==> src/rtl/hash_light_stream_if.sv <==
// Block-in / digest-out handshake bundle for hash_light_stream.
// The core uses the slave modport and the message source/digest sink uses the master modport.
interface hash_light_stream_if #(
  parameter int NBYTES = 4
);
  logic                  in_valid;
  logic                  in_ready;
  logic                  in_last;
  logic [8*NBYTES-1:0]   m;
  logic [8*NBYTES-1:0]   iv;
  logic                  out_valid;
  logic                  out_ready;
  logic [8*NBYTES-1:0]   d;
  logic                  busy;

  modport master (
    output in_valid, in_last, m, iv, out_ready,
    input  in_ready, out_valid, d, busy
  );

  modport slave (
    input  in_valid, in_last, m, iv, out_ready,
    output in_ready, out_valid, d, busy
  );
endinterface

==> src/rtl/hash_light_stream.sv <==
// Multi-block iterative lightweight hash: chain each block, run ROUNDS rounds, finalise after the last block.
// Optional macro HASH_LIGHT_BLKCNT_EN folds the message block count (mod 256) into the top digest byte.
module hash_light_stream #(
  parameter int NBYTES = 4,
  parameter int ROUNDS = 24
) (
  input  logic               clk,
  input  logic               rst_n,
  hash_light_stream_if.slave bus
);
  localparam int W = 8 * NBYTES;
  localparam logic [7:0] RC_LAST = 8'(ROUNDS - 1);

  typedef enum logic [2:0] {IDLE, ROUND, WAIT, FINAL, DONE} state_t;

  state_t         state_q, state_d;
  logic [W-1:0]   h_q, h_d;
  logic [W-1:0]   ivr_q, ivr_d;
  logic [W-1:0]   d_q, d_d;
  logic [7:0]     rc_q, rc_d;
  logic           last_q, last_d;
  logic           out_valid_q, out_valid_d;

  logic [W-1:0]   round_h;
  logic [W-1:0]   fpx;
  logic [W-1:0]   final_d;
  logic           in_ready;
  logic           accept;

  // Per-byte round function and finalisation, all bytes in parallel from the old state.
  generate
    for (genvar gi = 0; gi < NBYTES; gi++) begin : g_byte
      logic [7:0] t;
      assign t = h_q[8*gi +: 8] ^ ivr_q[8*gi +: 8] ^ rc_q;
      assign round_h[8*gi +: 8] = {t[4:0], t[7:5]} + h_q[8*((gi + 1) % NBYTES) +: 8];
      assign fpx[8*gi +: 8] = h_q[8*gi +: 8]
                            ^ ivr_q[8*((gi + 1) % NBYTES) +: 8]
                            ^ h_q[8*((gi + 2) % NBYTES) +: 8];
    end
  endgenerate

`ifdef HASH_LIGHT_BLKCNT_EN
  logic [7:0] cnt_q, cnt_d;
  assign final_d = fpx ^ {cnt_q, {(W - 8){1'b0}}};
`else
  assign final_d = fpx;
`endif

  assign in_ready      = (state_q == IDLE) || (state_q == WAIT);
  assign accept        = bus.in_valid && in_ready;
  assign bus.in_ready  = in_ready;
  assign bus.out_valid = out_valid_q;
  assign bus.busy      = (state_q != IDLE);
  assign bus.d         = d_q;

  always_ff @(posedge clk or negedge rst_n) begin
    if (!rst_n) begin
      state_q     <= IDLE;
      h_q         <= '0;
      ivr_q       <= '0;
      d_q         <= '0;
      rc_q        <= '0;
      last_q      <= 1'b0;
      out_valid_q <= 1'b0;
`ifdef HASH_LIGHT_BLKCNT_EN
      cnt_q       <= '0;
`endif
    end else begin
      state_q     <= state_d;
      h_q         <= h_d;
      ivr_q       <= ivr_d;
      d_q         <= d_d;
      rc_q        <= rc_d;
      last_q      <= last_d;
      out_valid_q <= out_valid_d;
`ifdef HASH_LIGHT_BLKCNT_EN
      cnt_q       <= cnt_d;
`endif
    end
  end

  always_comb begin
    state_d     = state_q;
    h_d         = h_q;
    ivr_d       = ivr_q;
    d_d         = d_q;
    rc_d        = rc_q;
    last_d      = last_q;
    out_valid_d = 1'b0;
`ifdef HASH_LIGHT_BLKCNT_EN
    cnt_d       = cnt_q;
`endif
    case (state_q)
      IDLE: begin
        if (accept) begin
          ivr_d   = bus.iv;
          h_d     = bus.iv ^ bus.m;
          last_d  = bus.in_last;
          rc_d    = '0;
          state_d = ROUND;
`ifdef HASH_LIGHT_BLKCNT_EN
          cnt_d   = 8'd1;
`endif
        end
      end
      WAIT: begin
        if (accept) begin
          h_d     = h_q ^ bus.m;
          last_d  = bus.in_last;
          rc_d    = '0;
          state_d = ROUND;
`ifdef HASH_LIGHT_BLKCNT_EN
          cnt_d   = cnt_q + 8'd1;
`endif
        end
      end
      ROUND: begin
        h_d  = round_h;
        rc_d = rc_q + 8'd1;
        // Park rc at zero on exit so it never runs past ROUNDS-1.
        if (rc_q == RC_LAST) begin
          rc_d    = '0;
          state_d = last_q ? FINAL : WAIT;
        end
      end
      FINAL: begin
        d_d     = final_d;
        state_d = DONE;
      end
      DONE: begin
        // out_valid rises one cycle into DONE and falls with the handshake.
        out_valid_d = 1'b1;
        if (out_valid_q && bus.out_ready) begin
          out_valid_d = 1'b0;
          state_d     = IDLE;
        end
      end
      default: state_d = IDLE;
    endcase
  end
endmodule

==> src/flat_wrapper.sv <==
// flat-port wrapper written by rule: the top's interface ports become plain ports
module hash_light_stream_flat 
#(
  parameter int NBYTES = 4,
  parameter int ROUNDS = 24
)
  (clk, rst_n, bus_in_valid, bus_in_last, bus_m, bus_iv, bus_out_ready, bus_in_ready, bus_out_valid, bus_d, bus_busy);
  hash_light_stream_if #(.NBYTES(NBYTES)) bus_i ();
  input  logic clk;
  input  logic rst_n;
  input wire logic [$bits(bus_i.in_valid)-1:0] bus_in_valid;
  input wire logic [$bits(bus_i.in_last)-1:0] bus_in_last;
  input wire logic [$bits(bus_i.m)-1:0] bus_m;
  input wire logic [$bits(bus_i.iv)-1:0] bus_iv;
  input wire logic [$bits(bus_i.out_ready)-1:0] bus_out_ready;
  output wire logic [$bits(bus_i.in_ready)-1:0] bus_in_ready;
  output wire logic [$bits(bus_i.out_valid)-1:0] bus_out_valid;
  output wire logic [$bits(bus_i.d)-1:0] bus_d;
  output wire logic [$bits(bus_i.busy)-1:0] bus_busy;
  assign bus_i.in_valid = bus_in_valid;
  assign bus_i.in_last = bus_in_last;
  assign bus_i.m = bus_m;
  assign bus_i.iv = bus_iv;
  assign bus_i.out_ready = bus_out_ready;
  assign bus_in_ready = bus_i.in_ready;
  assign bus_out_valid = bus_i.out_valid;
  assign bus_d = bus_i.d;
  assign bus_busy = bus_i.busy;
  hash_light_stream #(.NBYTES(NBYTES), .ROUNDS(ROUNDS)) u_core (.clk(clk), .rst_n(rst_n), .bus(bus_i));
endmodule
==> config.mk <==
export PLATFORM = sky130hd
export DESIGN_NAME = hash_light_stream_flat
export DESIGN_NICKNAME = d
export VERILOG_FILES = /design/src/rtl/hash_light_stream_if.sv /design/src/rtl/hash_light_stream.sv /design/src/flat_wrapper.sv
export SDC_FILE = /design/constraint.sdc
export NUM_CORES = 1
export LEC_CHECK = 0
export CORE_UTILIZATION = 44
export CTS_CLUSTER_DIAMETER = 60
export DETAILED_ROUTE_END_ITERATION = 10
export GPL_ROUTABILITY_DRIVEN = 0
export PLACE_DENSITY = 0.67
export RECOVER_POWER = 25
export SYNTH_ARGS = -nofsm -noshare
export SYNTH_HDL_FRONTEND = slang
export SYNTH_SLANG_ARGS = --single-unit
export TNS_END_PERCENT = 20
==> constraint.sdc <==
create_clock -name clk -period 5.4 [get_ports clk]
set_input_delay 1.62 -clock clk [delete_from_list [all_inputs] [get_ports clk]]
set_output_delay 1.62 -clock clk [all_outputs]
set_load 0.05 [all_outputs]
* After elaboration in Yosys (flattened, before gate mapping)
Cells that the tools add are included.
** Word-level totals
- Logic and storage cells :: 66
- Bits in registers :: 109
- Output and inout port bits :: 35
** Cells by class
- Bitwise gates (word level) :: 18
- $add $sub $neg :: 5
- Muxes and demuxes :: 13
- Equality and inequality tests :: 10
- Reduce and logical (&&, ||, !) cells :: 13
** Operator list (count)
- $xor A8 B8 Y8 :: 16
- $pmux W32 S3 :: 1
- $mux W32 :: 2
- $xor A32 B32 Y32 :: 2
- $add A8 B8 Y8 :: 4
- $mux W8 :: 2
- $pmux W8 S2 :: 1
- $pmux W3 S4 :: 1
- $ne A2 B1 Y1 const B :: 5
- $mux W3 :: 3
- $add A8 B1 Y8 const B :: 1
- $eq A8 B5 Y1 const B :: 1
- $eq A3 B2 Y1 const B :: 2
- $reduce_and A2 Y1 :: 3
- $reduce_and A3 Y1 :: 2
- $reduce_bool A3 Y1 :: 2
- $eq A3 B1 Y1 const B :: 1
- $eq A3 B3 Y1 const B :: 1
- $logic_not A3 Y1 :: 1
- $mux W1 :: 3
- $logic_and A1 B1 Y1 :: 2
- $reduce_bool A2 Y1 :: 1
- $reduce_or A2 Y1 :: 1
- $logic_or A1 B1 Y1 :: 1

* Logic depth before layout (Yosys ltp)
Gate-level depths: netlist of run 1.
- Depth in word-level cells :: 5
- Mapped depth :: 10

* Worst setup path after synthesis of run 1
OpenSTA, ideal clock, no wires.
- Path kind :: register -> output
- Start point :: register u_core.state_q[2]
- End point :: output bus_busy
- Buffers on the path :: 1
- Cell stages (with the launch flop) :: 4
- Arrival time :: 1756 ps
- Slack :: 2024 ps
- Cell sequence :: dfrtp_1 -> buf_4 -> nor2_1 -> nand2_1
** On the way
- Longest elaborated chain between the ends :: 1
** RTL lines
- start, declared :: line hash_light_stream.sv:16 : state_t state_q, state_d;
- start signal, assigned :: line hash_light_stream.sv:69 : state_q <= state_d;
- $reduce_bool A3 Y1 :: line hash_light_stream.sv:53 : assign bus.busy = (state_q != IDLE);
- end, declared :: line flat_wrapper.sv:19 : output wire logic [$bits(bus_i.busy)-1:0] bus_busy;
No other way between the ends.

* Worst setup path after layout of run 1
- Start point :: register u_core.state_q[0]
- End point :: output bus_busy
Same word-level chain as after synthesis.

==> run summary, run 1 <==
The signal on the critical path passes through nor2_1 -> nand2_1 -> clkdlybuf4s50_1. The register clock-pin slew on the reported worst setup and hold paths is 80 ps, and the die outline area is 0.0169 mm2. STA puts the critical path data required time at 3780 ps.

Counting I/O delays and the setup requirement, the final critical path takes 3760 ps. Total count of hold-check failures in the final report: 0. TritonCTS built the clock tree.

The count of warnings emitted by yosys is 0. Buffers placed on the I/O ports in this run total 103. The via count of the first global-routing pass was 5614; the insertion delay to the later sink of the worst-skew pair was 360 ps. Buffer depth of the longest clock path: 2. In the final routed layout, each cell accounts on average for 18.9 um. The kind of end point of the critical path is an output pin.

The post-synthesis area per instance is 10.1 um2. Once the clock tree was built, the resizer swapped 0 gates to a different size. After detailed routing, the number of vias per cell comes to 5.61. The proportion of register bits with asynchronous set or reset after synthesis is 1.00. Layout net count: 907. From left edge to right edge, the die measures 130 um. Combined global-route utilization of all metal layers: 0.239. The root buffer cell chosen for the clock tree is sky130_fd_sc_hd__clkbuf_16.

After routing, the total negative slack on setup checks comes to 0 ps. The total standard cell area after synthesis was 0.00721 mm2. The critical path is of the reg -> out type.

Entering global routing, the biggest net connects 83 pins. The maximum fanout count along the critical path is 18. The run gives 336 as the violation count after the first detailed-route iteration. The die outline height is 130 um.

The checks that failed: max-capacitance violations, max-slew violations. The run gives 0 as the initial antenna violation count. The run gives 8930 um as the total met2 wirelength after detailed routing. The utilization of the core after routing is 0.545, and the total of endpoints with negative setup slack in the final report is 0.

The number of standard cells after synthesis was 717; the largest incremental delay on the critical path was 800 ps. The count of nets left with antenna violations once routing finished came out at 0. The detailed-route DRC error count is 0, and the number of synthesized flops with an enable pin is 0. The repair_antennas step left the layout with diodes totalling 0.

For this block, the via count after detailed routing is 5747. Compared with the post-synthesis result, the final layout area differs by 20.5%. Summed over all layers, the routed wires come to 19300 um. For the total half-perimeter wirelength after legalization and detailed placement, the log shows 14700 um. The flow ran to the end, but the final reports show violations. At the pin with the least slew margin, the transition time is 2220 ps. CTS built an H-tree with a depth of 3.

The met3 wirelength from detailed routing was 1200 um. The top routing layer in use was met4. The detailed router put a total of 8710 um of wire on met1.

STA puts the critical path data arrival time at 2140 ps. The slowest stage of the critical path belongs to the cell sky130_fd_sc_hd__clkdlybuf4s50_1. The initial standard-cell utilization of the core was 0.453; the number of ports placed on the die boundary was 104. The final critical-path share of the clock period is 0.696, and the CTS sink count is 109.

For the row count, the log shows 46. Among all flip-flop cells after synthesis, the most frequent one is sky130_fd_sc_hd__dfrtp_1. The worst min-delay path class was reg -> reg.

Before CTS, the worst setup slack after placement is 1480 ps. Number of pins exceeding their max-slew limit in the final report: 148. Across the run, the number of max-cap violations was 2. The post-synthesis net count was 821. Sequential area share after synthesis: 0.378.

Max-slew headroom at the worst pin: -0.477. The run gives 9 as the number of buffers created by CTS. The area of the core was 0.0159 mm2; the unique cell type count in the Yosys netlist was 43. The tools report the maximum clock skew at final layout as 9.24 ps.

The worst hold margin was 481 ps. For this run, the detailed router's first-pass iteration total came to 5. The register bit total from synthesis came out at 109.

The category of the worst setup path launch point is a flop. Static timing analysis puts the maximum clock frequency at 266 MHz. The number of buffers inserted by post-CTS setup repair was 0. Setup repair after global routing left no endpoint under its margin. Summed over all layers, the global routing overflow is 0. Wire length of the first global-routing pass: 30500 um. Once routing completed, OpenROAD measured the worst setup slack at 1640 ps.

The fraction of final layout cells with drive strength greater than 1 was 0.0866. The number of hold buffers added after CTS was 0.
## final cells by class
cell class | count | area, um2
well taps | 216 | 270
multi-input cells | 565 | 4270
clock buffers | 9 | 225
repair buffers | 110 | 1070
flip-flops and latches | 109 | 2730
inverters | 8 | 30.0
fillers | 1397 | 7250
clock inverters | 7 | 96.3
## cell usage in the layout, fill, tap and decap left out, drive strengths merged, types with 2 or more instances in the layout
master	count
dfrtp	109
clkdlybuf4s50	102
xnor2	101
o21ai	63
nand2	60
xor2	57
a21oi	49
mux2	41
ha	31
mux2i	26
o22ai	22
nor3	12
and3	11
clkbuf	11
a21o	10
inv	10
a211oi	9
nor2	8
o21bai	7
nand2b	7
o21a	7
buf	6
a31oi	5
nand3	5
a2111oi	4
or3	4
a21boi	4
a22oi	4
fa	4
nor2b	3
nor4	3
nor3b	3
clkinv	3
bufinv	2
## synthesized netlist by cell type, types with 7 or more instances
cell type / n / area share
sky130_fd_sc_hd__inv_1: 7 / 0.0036
sky130_fd_sc_hd__buf_4: 7 / 0.0073
sky130_fd_sc_hd__o21bai_1: 7 / 0.0073
sky130_fd_sc_hd__nor2_1: 8 / 0.0042
sky130_fd_sc_hd__mux2_2: 41 / 0.064
sky130_fd_sc_hd__o22ai_1: 22 / 0.019
sky130_fd_sc_hd__nor3_1: 12 / 0.0083
sky130_fd_sc_hd__a211oi_1: 9 / 0.0094
sky130_fd_sc_hd__o21ai_1: 7 / 0.0049
sky130_fd_sc_hd__dfrtp_1: 109 / 0.38
sky130_fd_sc_hd__a21o_1: 10 / 0.010
sky130_fd_sc_hd__nand2b_1: 7 / 0.0061
sky130_fd_sc_hd__mux2i_1: 26 / 0.036
sky130_fd_sc_hd__and3_1: 11 / 0.0095
sky130_fd_sc_hd__ha_1: 31 / 0.054
sky130_fd_sc_hd__o21a_1: 7 / 0.0073
sky130_fd_sc_hd__xor2_1: 57 / 0.069
sky130_fd_sc_hd__a21oi_1: 48 / 0.033
sky130_fd_sc_hd__clkbuf_1: 18 / 0.0094
sky130_fd_sc_hd__nand2_1: 60 / 0.031
sky130_fd_sc_hd__o21ai_0: 56 / 0.039
sky130_fd_sc_hd__xnor2_1: 101 / 0.12
## through the flow
step	cells	instance area [um2]
2_1_floorplan	717	7210
3_3_place_gp	1008	8380
3_5_place_dp	1008	8380
4_1_cts	1024	8700
5_1_grt	1024	8690
6_report	1024	8690
## worst max-delay path: cells and delay by family (launching register included)
| family | cells | cell delay (ps) |
|---|---|---|
| buffers and inverters | 1 | 800 |
| flip-flops | 1 | 730 |
| AND/OR/NAND/NOR | 2 | 260 |
## worst paths after layout
kind / start / endpoint / slack (ps) / depth (start not counted)
worst max-delay path: u_core.state_q[0] / bus_busy / 1640 / 3
worst min-delay path: u_core.bus.d[15] / u_core.bus.d[15] / 480 / 2
worst max register to register: u_core.state_q[2] / u_core.bus.d[4] / 2330 / 4
worst min register to register: u_core.bus.d[15] / u_core.bus.d[15] / 480 / 2
max in group asynchronous: rst_n / u_core.h_q[19] / 2230 / 2
min in group asynchronous: rst_n / u_core.bus.d[16] / 1850 / 1
## routing by layer
| layer | vias up | global-route usage |
|---|---|---|
| li1 | 2695 | - |
| met1 | 2804 | 0.338 |
| met2 | 221 | 0.379 |
| met3 | 27 | 0.0291 |
| met4 | 0 | 0.0800 |
| met5 | - | 0 |
## kinds of logic (layout without fill, tap and decap cells)
family / Yosys count / count (layout) / synth area share
multiplexers: 67 / 67 / 0.100
AO/OA/AOI/OAI: 186 / 186 / 0.152
adder cells (fa/ha/maj): 35 / 35 / 0.0649
flip-flops: 109 / 109 / 0.378
XOR/XNOR: 158 / 158 / 0.192
AND/OR/NAND/NOR: 119 / 119 / 0.0812
buffers and inverters: 43 / 134 / 0.0317
## sequential cells by signal (all words and copies together) (netlist names)
signal / cells
u_core.bus.out_valid: 1
u_core.ivr_q: 32
u_core.h_q: 32
u_core.rc_q: 8
u_core.bus.d: 32
u_core.state_q: 3
u_core.last_q: 1
Power of run 1 is left out: the tool's default activity adds up to more than one toggle a clock period on the data nets, which glitch-free logic cannot reach.
==> inputs of run 2 (changes only) <==
--- a/config.mk
+++ b/config.mk
@@ -9,7 +9,7 @@
 export CTS_CLUSTER_DIAMETER = 60
 export DETAILED_ROUTE_END_ITERATION = 10
 export GPL_ROUTABILITY_DRIVEN = 0
-export PLACE_DENSITY = 0.67
+export PLACE_DENSITY = 0.69
 export RECOVER_POWER = 25
 export SYNTH_ARGS = -nofsm -noshare
 export SYNTH_HDL_FRONTEND = slang
==> constraint.sdc (replaced) <==
create_clock -name clk -period 3 [get_ports clk]
set_input_delay 0.9 -clock clk [delete_from_list [all_inputs] [get_ports clk]]
set_output_delay 0.9 -clock clk [all_outputs]
set_load 0.05 [all_outputs]
==> run summary, run 2 (same netlist as run 1, synthesis figures left out) <==
For the die outline area, the log shows 0.0169 mm2. Fraction of final layout cells with drive strength greater than 1: 0.0993. In the final routed layout, each cell accounts on average for 19.2 um. The logs give 0 for the overflow left after global routing and 30600 um for the wire length of the first global-routing pass.

Walking the worst path, the cells encountered are xnor2_1 -> xnor2_1 -> ha_1 -> fa_1 -> a211oi_1 -> o21bai_1 -> a21oi_1 -> xor2_1 -> a21oi_1. STA classifies the critical path endpoint as a flop. The run gives 2840 ps as the arrival time reported for the critical path endpoint. Slew of the pin with the lowest slew margin: 1640 ps.

The area of the multi-input gates is 0.00427 mm2. The tools report the length of the first detailed-routing pass in iterations as 5. The max capacitance violation total is 1, and the layout filler cell count is 1434. The number of ports placed on the die boundary was 104; the critical path data required time was 3240 ps. For the insertion delay to the later sink of the worst-skew pair, the log shows 360 ps. The run gives 2 as the buffer depth of the longest clock path. The total count of hold-check failures in the final report is 0, and the area taken by flip-flops and latches is 0.00273 mm2. The initial standard-cell utilization of the core is 0.453.

In the routed design, unresolved DRC markers number 0. For the max-slew headroom at the worst pin, the log shows -0.0942. The final reports fail on max-capacitance violations, max-slew violations.

The setup path with the least slack is of type reg -> reg. For the sum of negative setup slack, the log shows 0 ps. The layout net count was 915; the routed wire length was 19800 um. Setup violations remaining at the end of the flow were counted as 0.

After legalization and detailed placement, the total HPWL measured 15500 um. The combined global-route utilization of all metal layers was 0.246. From bottom edge to top edge, the die measures 130 um.

For the final database, setup skew stands at 9.76 ps. The final critical-path share of the clock period works out to 0.864. For the vias after detailed routing, the log shows 5785.

CTS built an H-tree with a depth of 3. The flow ran to the end, but the final reports show violations. The number of buffers and inverters on the critical path is 0. Post-CTS timing repair inserted 0 buffers for setup. The number of pins exceeding their max-slew limit in the final report was 28. The tightest min-delay check is of the reg -> reg type. The tools report the category of the worst setup path launch point as a flop.

Among all stages on the critical path, the largest delay is contributed by sky130_fd_sc_hd__dfrtp_1. Static timing analysis puts the maximum clock frequency at 386 MHz. The initialized floorplan defines 46 standard-cell rows.

The final standard cell area without fillers came out at 0.00875 mm2. After floorplanning, the core was sized to cover 0.0159 mm2. The largest incremental delay on the critical path works out to 500 ps. The floorplan step set the die width to 130 um. Relative to the synthesized area, the layout overhead comes to 21.3%. The cell at the root of the clock tree was sky130_fd_sc_hd__clkbuf_16. Leaving out fill and tap cells, the most frequent cell in the layout is sky130_fd_sc_hd__dfrtp_1. Among cell families on the critical path, the largest total delay comes from compound AO/OA/AOI/OAI gates. The tools report the largest net degree at the start of global routing as 58. TritonCTS built the clock tree.

The tools report the number of diodes added for antenna fixing as 0. In this run, CTS created clock tree buffers numbering 9. The register clock-pin slew on the reported worst setup and hold paths was 80 ps.

After detailed placement, the total cell area comes to 0.00846 mm2. Setup repair after global routing left no endpoint under its margin. Subtracting the final worst setup slack from the clock period gives 2590 ps. In the routed layout, each cell is associated on average with a via count of 5.61.

The logs give 5642 for the via count of the first global-routing pass and 109 for the CTS sink count. The post-cts repair resize count was 0; the total of hold buffers inserted after clock tree synthesis was 0. For the violation count after the first detailed-route iteration, the log shows 473. The maximum fanout count along the critical path works out to 9.

The top cell types in the final layout, fill and taps aside, are sky130_fd_sc_hd__dfrtp_1 (109), sky130_fd_sc_hd__xnor2_1 (101), sky130_fd_sc_hd__clkdlybuf4s50_1 (100). The reg-to-reg setup timing slack was 410 ps. The count of nets left with antenna violations once routing finished came out at 0.

During placement, the flow inserted port buffers numbering 103. The initial antenna violation count was 0.
## run 2: routing by layer
| metal | track usage | vias up | wire length, um | share of wire |
|---|---|---|---|---|
| met1 | 0.332 | 2852 | 8860 | 0.45 |
| li1 | - | 2711 | - | - |
| met3 | 0.0353 | 39 | 992 | 0.050 |
| met5 | 0 | - | 0 | 0 |
| met2 | 0.382 | 183 | 9230 | 0.47 |
| met4 | 0.129 | 0 | 730 | 0.037 |
## run 2: cell type report
cell class / instances / share of cell area
multi-input cells: 565 / 0.487
repair buffers: 118 / 0.132
flip-flops and latches: 109 / 0.312
clock buffers: 10 / 0.0273
clock inverters: 6 / 0.00715
inverters: 8 / 0.00343
well taps: 216 / 0.0309
## run 2: worst min-delay path, delay by kind of cell, from the launching register on
family / cells / cell delay [ps]
flip-flops: 1 / 340
AO/OA/AOI/OAI: 1 / 60
AND/OR/NAND/NOR: 1 / 40
## run 2: worst paths after layout
check	cells past startpoint	from	endpoint
setup / recovery	9	u_core.rc_q[5]	u_core.h_q[14]
hold / removal	2	u_core.bus.d[26]	u_core.bus.d[26]
setup reg to reg	9	u_core.rc_q[5]	u_core.h_q[14]
hold reg to reg	2	u_core.bus.d[26]	u_core.bus.d[26]
max in group asynchronous	2	rst_n	u_core.h_q[11]
min in group asynchronous	1	rst_n	u_core.bus.d[28]
## run 2: through the flow
stage,hold WS (ps),cells,utilization,worst slack [ps]
floorplan,446,717,-,344
global placement,460,1016,0.530,320
detailed placement,471,1016,0.530,259
CTS,459,1032,0.549,448
global route,499,1032,0.549,275
finish,480,1032,0.549,408
Power of run 2 is left out for the same reason.
==> inputs of run 3 (changes only) <==
--- a/config.mk
+++ b/config.mk
@@ -5,6 +5,8 @@
 export SDC_FILE = /design/constraint.sdc
 export NUM_CORES = 1
 export LEC_CHECK = 0
+export CORE_ASPECT_RATIO = 1.25
+export CORE_MARGIN = 4
 export CORE_UTILIZATION = 44
 export CTS_CLUSTER_DIAMETER = 60
 export DETAILED_ROUTE_END_ITERATION = 10
==> run summary, run 3 (same netlist as run 1, synthesis figures left out) <==
The run finished, with violations left. The final reports fail on max-capacitance violations. The first global-routing pass estimated 30700 um of wire. The worst path in the final design needs a cycle of 2700 ps, including I/O delays and setup.

The initial antenna violation count is 0, and the growth of design area from synthesis to finish is 21.4%. The library cells used most frequently in the layout, excluding fill and tap cells, are sky130_fd_sc_hd__dfrtp_1 (109), sky130_fd_sc_hd__xnor2_1 (101), sky130_fd_sc_hd__clkdlybuf4s50_1 (100). Before antenna repair, the detailed router went through 5 iterations. Along the worst hold path, the cell count comes to 2. The die outline height was 151 um; the count of placed standard cells including taps was 1017. The slew of the pin with the lowest slew margin came out at 1500 ps.

The run gives 1033 as the number of non-filler instances in the completed layout. The row count was 52. At the worst endpoint, the arrival time is 2940 ps.

In the routed layout, each cell is associated on average with a via count of 5.43. The initial standard-cell utilization of the core is 0.447, and the reg-to-reg setup timing slack is 300 ps. The logs give 0 for the post-cts repair resize count and 104 for the number of ports placed on the die boundary. The run gives 1 as the max capacitance violation total.

The register clock-pin slew on the reported worst setup and hold paths was 80 ps. After detailed routing, the total wire length is 19700 um. 0 antenna diodes ended up in the layout. The clock net in this run drives a total of 109 sinks. The tools report the buffer depth of the longest clock path as 2.

TritonCTS built the clock tree. On the critical path, the stage with the largest delay is an instance of sky130_fd_sc_hd__dfrtp_1. The critical path data required time came out at 3240 ps. The mean routed wirelength per cell is 19.1 um. The violation count after the first detailed-route iteration came out at 355.

After floorplanning, the core was sized to cover 0.0161 mm2. The kind of end point of the critical path was a flop. Entering global routing, the biggest net connects 73 pins. Clock latency on the worst-skew pair, taken at its later pin, is 360 ps. In this run, post-CTS hold repair placed 0 buffers.

The HPWL after detailed placement is 15200 um. The combined global-route utilization of all metal layers is 0.217, and the detailed-route DRC error count is 0. The vias after detailed routing is 5607. The root buffer cell chosen for the clock tree is sky130_fd_sc_hd__clkbuf_16.

Category of the worst setup path launch point: a flop. The run gives 371 MHz as the achievable clock frequency. Most common cell after layout, fill and taps aside: sky130_fd_sc_hd__dfrtp_1. The run gives 0 as the overflow left after global routing. The count of buffers from port buffering came out at 103. The cell family contributing the most delay on the critical path is adder cells. The fraction of final layout cells with drive strength greater than 1 is 0.0967.

The tools report the number of buffers created by CTS as 9. The via count of the first global-routing pass came out at 5693. The worst register-to-register path ends at u_core.h_q[30]. The width of the die works out to 123 um.

The number of buffers and inverters on the critical path is 0. The max-slew headroom at the worst pin is 0.00133. In this run the remaining antenna-violating nets after routing total 0. The H-tree was split into 3 levels. The worst min-delay path class is reg -> reg. Along the worst path, the maximum fanout reaches 9.

The number of pins exceeding their max-slew limit in the final report was 0. The number of cell instances on the worst register-to-register path was 9; the total count of hold-check failures in the final report was 0. For hold timing, the worst endpoint is u_core.bus.d[26].

The run gives 0 as the number of buffers inserted by post-CTS setup repair. Walking the worst path, the cells encountered are xnor2_1 -> xnor2_1 -> ha_1 -> fa_1 -> a211oi_1 -> o21bai_1 -> a21oi_1 -> xor2_1 -> a21oi_1. Start-to-end type of the worst setup path: reg -> reg.

The final critical-path share of the clock period was 0.899. The utilization of the core after routing was 0.543. The sum of negative setup slack came out at 0 ps.

The layout net count is 916. Largest incremental delay on the critical path: 540 ps. The tools report the source of the worst register-to-register timing path as u_core.rc_q[5]. Between clock sinks in the finished design, the worst skew comes to 11.2 ps.

Setup repair after global routing left no endpoint under its margin. The die covers 0.0185 mm2. Setup violations remaining at the end of the flow were counted as 0.

Start point of the worst min-delay path: u_core.bus.d[26].
run 3: metal layers:
metal	share of wire	wire [um]	up-vias	track usage
li1	-	-	2718	-
met1	0.44	8750	2712	0.290
met2	0.49	9660	148	0.362
met3	0.043	844	29	0.0306
met4	0.024	469	0	0.0706
met5	0	0	-	0
run 3: through the flow:
| step | area [um2] | hold WS (ps) | setup WS, ps |
|---|---|---|---|
| after global routing | 8760 | 504 | 205 |
| after detailed placement | 8460 | 469 | 270 |
| after CTS | 8770 | 367 | 346 |
| after global placement | 8460 | 461 | 342 |
| final | 8760 | 479 | 303 |
| after floorplan | 7210 | 446 | 344 |
run 3: layout make-up:
| class | count | area [um2] |
|---|---|---|
| clock buffer | 12 | 246 |
| clock inverter | 4 | 55.1 |
| fill | 1517 | 7380 |
| inverter | 8 | 30.0 |
| multi-input combinational | 565 | 4270 |
| sequential | 109 | 2730 |
| tap | 216 | 270 |
| timing repair buffer | 119 | 1160 |
run 3: worst max path at each step:
stage	endpoint	startpoint	cells past startpoint	slack, ps
after floorplan	bus_busy	u_core.state_q[2]	3	340
after global placement	u_core.ivr_q[24]	bus_in_valid	5	340
after detailed placement	u_core.ivr_q[20]	bus_in_valid	5	270
after CTS	u_core.h_q[30]	u_core.rc_q[5]	9	350
after global routing	u_core.h_q[14]	u_core.rc_q[5]	9	200
final	u_core.h_q[30]	u_core.rc_q[5]	9	300
run 3: worst min-delay path, stage by stage (launching register included):
cell,delay (ps)
sky130_fd_sc_hd__dfrtp_1,340
sky130_fd_sc_hd__nand2_1,50
sky130_fd_sc_hd__o21ai_0,60
Power of run 3 is left out for the same reason.
